===== src/rtl/eq_pkg.sv =====
// eq_pkg: shared scan FSM states, pot slot-to-A2D channel map and reset constants
package eq_pkg;
  typedef enum logic [1:0] {IDLE, START, WAIT, GAP} scan_state_e;
  localparam int NUM_SLOTS = 6;
  localparam logic [2:0] CH_LP  = 3'd1;
  localparam logic [2:0] CH_B1  = 3'd0;
  localparam logic [2:0] CH_B2  = 3'd4;
  localparam logic [2:0] CH_B3  = 3'd2;
  localparam logic [2:0] CH_HP  = 3'd3;
  localparam logic [2:0] CH_VOL = 3'd7;
  localparam logic [11:0] POT_UNITY = 12'h800;
  localparam logic [11:0] POT_MUTE  = 12'h000;
  function automatic logic [2:0] slot_chnnl(input logic [2:0] slot);
    return slot == 3'd0 ? CH_LP :
           slot == 3'd1 ? CH_B1 :
           slot == 3'd2 ? CH_B2 :
           slot == 3'd3 ? CH_B3 :
           slot == 3'd4 ? CH_HP : CH_VOL;
  endfunction
endpackage


===== src/rtl/scan_timer.sv =====
// scan_timer: loadable down-counter with zero flag; ports clk/rst_n, load+load_val, dec, zero
module scan_timer #(
  parameter int W = 12
) (
  input  logic         clk,
  input  logic         rst_n,
  input  logic         load,
  input  logic [W-1:0] load_val,
  input  logic         dec,
  output logic         zero
);
  logic [W-1:0] cnt;
  always_ff @(posedge clk or negedge rst_n)
    if (!rst_n) cnt <= '0;
    else if (load) cnt <= load_val;
    else if (dec && cnt != '0) cnt <= cnt - 1'b1;
  assign zero = cnt == '0;
endmodule


===== src/rtl/pot_scan_ctrl.sv =====
// pot_scan_ctrl: round-robin A2D scheduler for six EQ pots; strt_cnv/chnnl out, cnv_cmplt/res in, *_pot/pots_vld/sweep_done/a2d_err out
module pot_scan_ctrl import eq_pkg::*; #(
  parameter int GAP_CYCLES     = 16,
  parameter int TIMEOUT_CYCLES = 4096
) (
  input  logic        clk,
  input  logic        rst_n,
  output logic        strt_cnv,
  output logic [2:0]  chnnl,
  input  logic        cnv_cmplt,
  input  logic [11:0] res,
  output logic [11:0] LP_pot,
  output logic [11:0] B1_pot,
  output logic [11:0] B2_pot,
  output logic [11:0] B3_pot,
  output logic [11:0] HP_pot,
  output logic [11:0] VOL_pot,
  output logic        pots_vld,
  output logic        sweep_done,
  output logic        a2d_err
);
  localparam int TW = $clog2(TIMEOUT_CYCLES > GAP_CYCLES ? TIMEOUT_CYCLES : GAP_CYCLES);
  localparam logic [TW-1:0] TO_LOAD  = TW'(TIMEOUT_CYCLES - 1);
  localparam logic [TW-1:0] GAP_LOAD = TW'(GAP_CYCLES - 1);
  localparam logic [2:0] LAST_SLOT = 3'(NUM_SLOTS - 1);
  scan_state_e state, state_nxt;
  logic [2:0] slot;
  logic [NUM_SLOTS-1:0] seen;
  logic [11:0] pot [NUM_SLOTS];
  logic tmr_load, tmr_dec, tmr_zero, capture, timeout, advance;
  logic [TW-1:0] tmr_val;
  // one counter serves both the conversion watchdog and the inter-conversion gap
  scan_timer #(.W(TW)) u_timer (
    .clk      (clk),
    .rst_n    (rst_n),
    .load     (tmr_load),
    .load_val (tmr_val),
    .dec      (tmr_dec),
    .zero     (tmr_zero)
  );
  always_comb begin
    state_nxt = state;
    tmr_load  = 1'b0;
    tmr_dec   = 1'b0;
    tmr_val   = TO_LOAD;
    capture   = 1'b0;
    timeout   = 1'b0;
    advance   = 1'b0;
    case (state)
      IDLE:  state_nxt = START;
      START: begin
        tmr_load  = 1'b1;
        state_nxt = WAIT;
      end
      WAIT: begin
        // completion takes priority over a watchdog expiring in the same cycle
        capture   = cnv_cmplt;
        timeout   = !cnv_cmplt && tmr_zero;
        tmr_load  = cnv_cmplt || tmr_zero;
        tmr_val   = GAP_LOAD;
        tmr_dec   = !tmr_load;
        state_nxt = tmr_load ? GAP : WAIT;
      end
      GAP: begin
        advance   = tmr_zero;
        tmr_dec   = !tmr_zero;
        state_nxt = tmr_zero ? START : GAP;
      end
    endcase
  end
  always_ff @(posedge clk or negedge rst_n)
    if (!rst_n) begin
      state    <= IDLE;
      slot     <= 3'd0;
      seen     <= '0;
      pots_vld <= 1'b0;
      a2d_err  <= 1'b0;
      for (int i = 0; i < NUM_SLOTS; i++) pot[i] <= (i == NUM_SLOTS - 1) ? POT_MUTE : POT_UNITY;
    end else begin
      state    <= state_nxt;
      pots_vld <= &seen;
      if (capture) begin
        pot[slot]  <= res;
        seen[slot] <= 1'b1;
      end
      if (timeout) a2d_err <= 1'b1;
      if (advance) slot <= slot == LAST_SLOT ? 3'd0 : slot + 3'd1;
    end
  assign strt_cnv   = state == START;
  assign chnnl      = slot_chnnl(slot);
  assign sweep_done = advance && slot == LAST_SLOT;
  assign LP_pot     = pot[0];
  assign B1_pot     = pot[1];
  assign B2_pot     = pot[2];
  assign B3_pot     = pot[3];
  assign HP_pot     = pot[4];
  assign VOL_pot    = pot[5];
endmodule


===== config.mk =====
export PLATFORM = sky130hd
export DESIGN_NAME = pot_scan_ctrl
export DESIGN_NICKNAME = d
export VERILOG_FILES = /design/src/rtl/eq_pkg.sv /design/src/rtl/scan_timer.sv /design/src/rtl/pot_scan_ctrl.sv
export SDC_FILE = /design/constraint.sdc
export NUM_CORES = 1
export LEC_CHECK = 0
export ABC_AREA = 1
export BUFFER_PORTS_ARGS = -buffer_cell sky130_fd_sc_hd__buf_2
export CAP_MARGIN = 20
export CORE_MARGIN = 8
export CORE_UTILIZATION = 35
export DETAILED_ROUTE_END_ITERATION = 10
export RECOVER_POWER = 100
export REMOVE_ABC_BUFFERS = 1
export SETUP_SLACK_MARGIN = 0.5
export SLEW_MARGIN = 20
export SYNTH_ARGS = -nofsm -noshare
export SYNTH_HDL_FRONTEND = slang
export SYNTH_SLANG_ARGS = --single-unit

===== constraint.sdc =====
create_clock -name clk -period 1.62 [get_ports clk]
set_input_delay 0.162 -clock clk [delete_from_list [all_inputs] [get_ports clk]]
set_output_delay 0.162 -clock clk [all_outputs]
set_load 0.01 [all_outputs]

**Word-level counts from Yosys, hierarchy flattened**

Cells that the tools add are included.

- Register bits: 97
- Bits of input ports: 15
- Word-level logic and storage cells: 65

- Add/subtract/negate cells: 2
- Order comparisons: 4
- Equality and inequality tests: 8
- Mux-type cells: 22
- Bitwise logic cells: 2
- Reduce and logical (&&, ||, !) cells: 15

Operators with widths:

| operator | count |
|---|---|
| bitwise mux 72 bit | 1 |
| 2-to-1 mux 12 bit | 4 |
| demux 12 bit (select 3 bit) | 1 |
| 2-to-1 mux 3 bit | 6 |
| logical NOT 12 bit | 1 |
| nonzero test 12 bit | 1 |
| subtractor 12 x 1 -> 12 bit (second input constant) | 1 |
| one-hot mux 2 bit (4 select lines) | 1 |
| equality test 3 x 2 -> 1 bit (second input constant) | 2 |
| equality test 3 bit (second input constant) | 2 |
| OR 6 bit | 1 |
| AND reduction 6 bit | 1 |
| logical AND 1 bit | 5 |
| 2-to-1 mux 1 bit | 5 |
| equality test 2 bit (second input constant) | 2 |
| >= comparator 4 bit (second input constant) | 1 |
| less-than comparator 3 x 4 -> 1 bit (second input constant) | 1 |
| less-than comparator 4 x 1 -> 1 bit (second input constant) | 1 |
| inverter 3 -> 4 bit | 1 |
| one-hot mux 1 bit (2 select lines) | 2 |
| adder 3 x 1 -> 3 bit (second input constant) | 1 |
| demux 1 bit (select 3 bit) | 1 |
| equality test 3 x 1 -> 1 bit (second input constant) | 1 |
| >= comparator 3 x 1 -> 1 bit (second input constant) | 1 |
| other kinds (7) | 9 |

**Longest topological paths before layout**

- Depth after elaboration: 7
- Mapped depth: 14
- Mapped depth without buffers: 13

**By module**

A second synthesis with hierarchy kept.

- Cell total of the unflattened synthesis: 525
- Area total of the unflattened synthesis: 4458.0 sq um

By module, submodules not included:

| module | instances | cells each | area an instance (sq um) | sequential area each (sq um) |
|---|---|---|---|---|
| pot_scan_ctrl | 1 | 395 | 3553.4 | 2133.3 |
| scan_timer | 1 | 130 | 904.6 | 300.3 |

**Least setup slack after synthesis**

Ideal clock, no wire load.

- Path kind: register to output
- Start point: reg u_timer.cnt[0]
- End point: out sweep_done
- Data arrival time: 1.548 ns
- Data required time: 1.458 ns
- Path slack: -0.090 ns
- Cell stages (with the launch flop): 9
- Path buffers: 0
- Cell sequence: dfrtp_1 > inv_1 > ha_1 > nand2_1 > nor2_2 > nand2_2 > nor2_1 > nand2_1 > nor3_1

- Longest elaborated chain between the ends: 3

RTL lines:

| what | RTL line | RTL |
|---|---|---|
| from (decl) | scan_timer.sv:12 | `logic [W-1:0] cnt;` |
| from (signal assigned) | scan_timer.sv:15 | `else if (load) cnt <= load_val;` |
| from (signal assigned) | scan_timer.sv:16 | `else if (dec && cnt != '0) cnt <= cnt - 1'b1;` |
| logical NOT 12 bit | scan_timer.sv:17 | `assign zero = cnt == '0;` |
| 2-to-1 mux 1 bit | pot_scan_ctrl.sv:49 | `case (state)` |
| logical AND 1 bit | pot_scan_ctrl.sv:91 | `assign sweep_done = advance && slot == LAST_SLOT;` |
| to (decl) | pot_scan_ctrl.sv:19 | `output logic sweep_done,` |

Every way passes these cells.

**Final worst setup path**

Same ends and word-level chain as after synthesis.

==> metrics.yaml <==
placed_design:
  placedCellCount: 689
  dpl.hpwl_mm: 7.27
  io_buffers: 93
  place.gp.congestion: 0.839
global_routing:
  antenna_found_initial: 0
  gr-usage-all-layers: 0.199
  grt_max_degree: 59
  gr-total-overflow: 0
  grt_pass1_vias: 4070
  grt_pass1_wl_mm: 22.5
die:
  fp.dieW_um: 123
  coreArea_sq_um: 11300
  rows: 39
  ios: 94
  dieHeight_um: 123
  dieArea_sq_um: 15100
  start_util: 0.354
drt:
  viasPerCell: 5.09
  wl_per_cell_um: 19.8
  ant_nets: 0
  vias: 3948
  first_iter_violations: 225
  drtPass1Iterations: 4
  drc: 0
  routed_wl_mm: 15.3
synth:
  netlist_area_sq_um: 3990
  avgSynthCellArea_sq_um: 9.21
  ys_seq_elements: 97
  yosysWarnings: 0
  synth.distinct_cells: 25
  syn_inst: 433
  ys_seq_area_frac: 0.610
pwr:
  p_sw_mw: 3.67
  fin_total_pwr_mw: 9.84
  power.density_nw_per_um2: 1370
  vdd_drop_max_mv: 0.854
  pwr-share-seq: 0.314
  switching_share: 0.374
  power_frac_clock: 0.209
  leakage_nw: 3.34
  p_comb_frac: 0.477
  intPower_mw: 6.16
status:
  violations: "setup timing"
  status: "finished with violations"
worst_setup_path:
  critPathLaunchType: "flop"
  worst-r2r-cell-count: 15
  cp_data_required_time_ns: 1.46
  critPathKind: "flop to output pin"
  worstPathMaxFanout: 2
  worst-path-buf-inv: 2
  cp.arrival_ns: 1.70
  path_delay_family: "simple AND/OR/NAND/NOR gates"
  end_kind: "output pin"
  critPathSlowestCell: "dfrtp_1"
  crit_path_cell_trace: "inv_2, ha_4, nand2_4, nor2_4, nand2_4, nor2_4, nand2_2, nor3_2, buf_2"
  slowest_delay_ns: 0.39
  crit_cells: 9
cells_and_area:
  multi_input_area_sq_um: 2320
  antenna_cells: 0
  drive_gt1_frac: 0.538
  fin_nets: 648
  fill_cells: 881
  seq_area_sq_um: 2440
  utilization: 0.636
  fin_cells: 775
  area_growth_pct: 79.9
sta:
  layout_setup_ws_ns: -0.247
  relSlewSlack: 0.387
  worst_pin_slew_ns: 0.919
  finalSetupViolations: 80
  hold_viol_final: 0
  min_period_ns: 1.87
  fin_skew_ns: 0.00841
  final_max_slew_viol_count: 0
  fin_crit_sh: 1.15
  rsz0062_at_grt: "true"
  fmax_mhz: 536
cts:
  clockRootBuffer: "clkbuf_16"
  clk_pin_slew_worst_paths_ns: 0.07
  clk_latency_ns: 0.35
  htree_levels: 3
  numClockSinks: 97
  cts_tree: "built"
  cts_made_buffers: 9
  clk_path_buf_depth: 2
hold_path:
  whs_path_depth: 3
  hold_path_class: "input port to flop"
flow_run:
  cap_violations: 0
-- registers in the layout (all words and copies together), names as in the netlist --
name         flops
B1_pot          12
B2_pot          12
B3_pot          12
HP_pot          12
LP_pot          12
VOL_pot         12
a2d_err          1
pots_vld         1
seen             6
slot             3
state            2
u_timer.cnt     12
-- worst paths after layout --
kind,startpoint,to,slack [ns]
setup / recovery,u_timer.cnt[0]$_DFFE_PN0P_,sweep_done,-0.25
min in group asynchronous,rst_n,B1_pot[8]$_DFFE_PN0P_,0.20
hold reg to reg,seen[3]$_DFFE_PN0P_,seen[3]$_DFFE_PN0P_,0.46
hold / removal,res[7],B2_pot[7]$_DFFE_PN0P_,0.17
setup reg to reg,u_timer.cnt[0]$_DFFE_PN0P_,u_timer.cnt[0]$_DFFE_PN0P_,-0.24
max in group asynchronous,rst_n,slot[1]$_DFFE_PN0N_,0.17
-- stage by stage --
step | instance area [sq um] | setup WS, ns | setup TNS (ns) | hold WS [ns]
6_report | 7170 | -0.247 | -6.74 | 0.172
5_1_grt | 7170 | -0.343 | -13.08 | 0.180
4_1_cts | 6570 | -0.245 | -2.41 | 0.135
3_5_place_dp | 4930 | -0.113 | -1.21 | -0.0109
3_3_place_gp | 4930 | -0.0316 | -0.190 | -0.00953
2_1_floorplan | 3910 | -0.132 | -2.72 | -0.134
-- kinds of logic after synthesis --
logic type               Yosys count  synth area share
AND/OR/NAND/NOR                  182             0.188
flip-flops                        97             0.610
AO/OA/AOI/OAI                     84             0.108
buffers and inverters             56            0.0574
XOR/XNOR                           8            0.0176
adder cells (fa/ha/maj)            6            0.0188
-- worst min-delay path: stages --
cell	delay, ns
buf_2	0.07
inv_1	0.10
o21ai_2	0.15
-- layer usage --
layer	vias up	part of all wire	track usage
met5	-	0	0
met4	0	0.023	0.0815
met3	26	0.067	0.0561
met2	127	0.50	0.316
met1	2008	0.41	0.251
li1	1787	-	-
-- cells in the mapped netlist --
cell type,count,share of area
dfrtp_1,92,0.58
nor3_1,5,0.0063
a211oi_1,1,0.0019
o22ai_1,1,0.0016
xor2_1,7,0.015
dfstp_2,5,0.033
o21ai_0,72,0.090
or2_1,1,0.0016
a21oi_1,1,0.0013
buf_2,3,0.0038
nand3_1,15,0.019
o21ai_1,7,0.0088
o21bai_1,2,0.0038
buf_6,2,0.0056
clkbuf_1,12,0.011
nor2_2,3,0.0047
ha_1,6,0.019
nand3b_1,1,0.0019
nand2_2,6,0.0094
inv_1,39,0.037
nor2_1,14,0.013
nand3_2,1,0.0025
nand2_1,133,0.13
xnor2_1,1,0.0022
nand4_1,3,0.0047
-- power groups by stage --
stage	sequential (mW)	combinational, mW	clock, mW
final	3.09	4.69	2.06
after global routing	3.12	5.03	2.18
after CTS	3.03	3.86	2.05
after detailed placement	3.03	2.55	0
after global placement	3.01	2.49	0
after floorplan	3.14	1.26	0
-- cells in the final DEF, fill, tap and decap left out, types with 7 or more instances in the layout --
cell type  instances
buf_2             17
clkbuf_16          9
buf_12             8
buf_6             35
nand3_1            9
buf_4             46
inv_1             28
clkbuf_1          72
buf_16            18
xor2_1             7
dfrtp_1           89
nand2_4           52
o21ai_2           45
nand2_2           49
nand2_1           33
o21ai_1           32
nor2_4             8
-- repair_timing --
item / 4_1_cts / 5_1_grt
hold buffers: 1 / 0
endpoints found under the hold margin: 92 / 0
cloned: 18 / 1
resized for setup: 249 / 156
buffers inserted: 34 / 16
pin swaps: 18 / 25
setup endpoints to repair: 106 / 106
-- final cells by class --
type,count,area share
clock inverter,4,0.00384
tap,143,0.0249
timing repair buffer,199,0.250
clock buffer,12,0.0344
sequential,97,0.340
multi-input combinational,281,0.324
inverter,39,0.0229
Power figures use the tool's default switching activity.
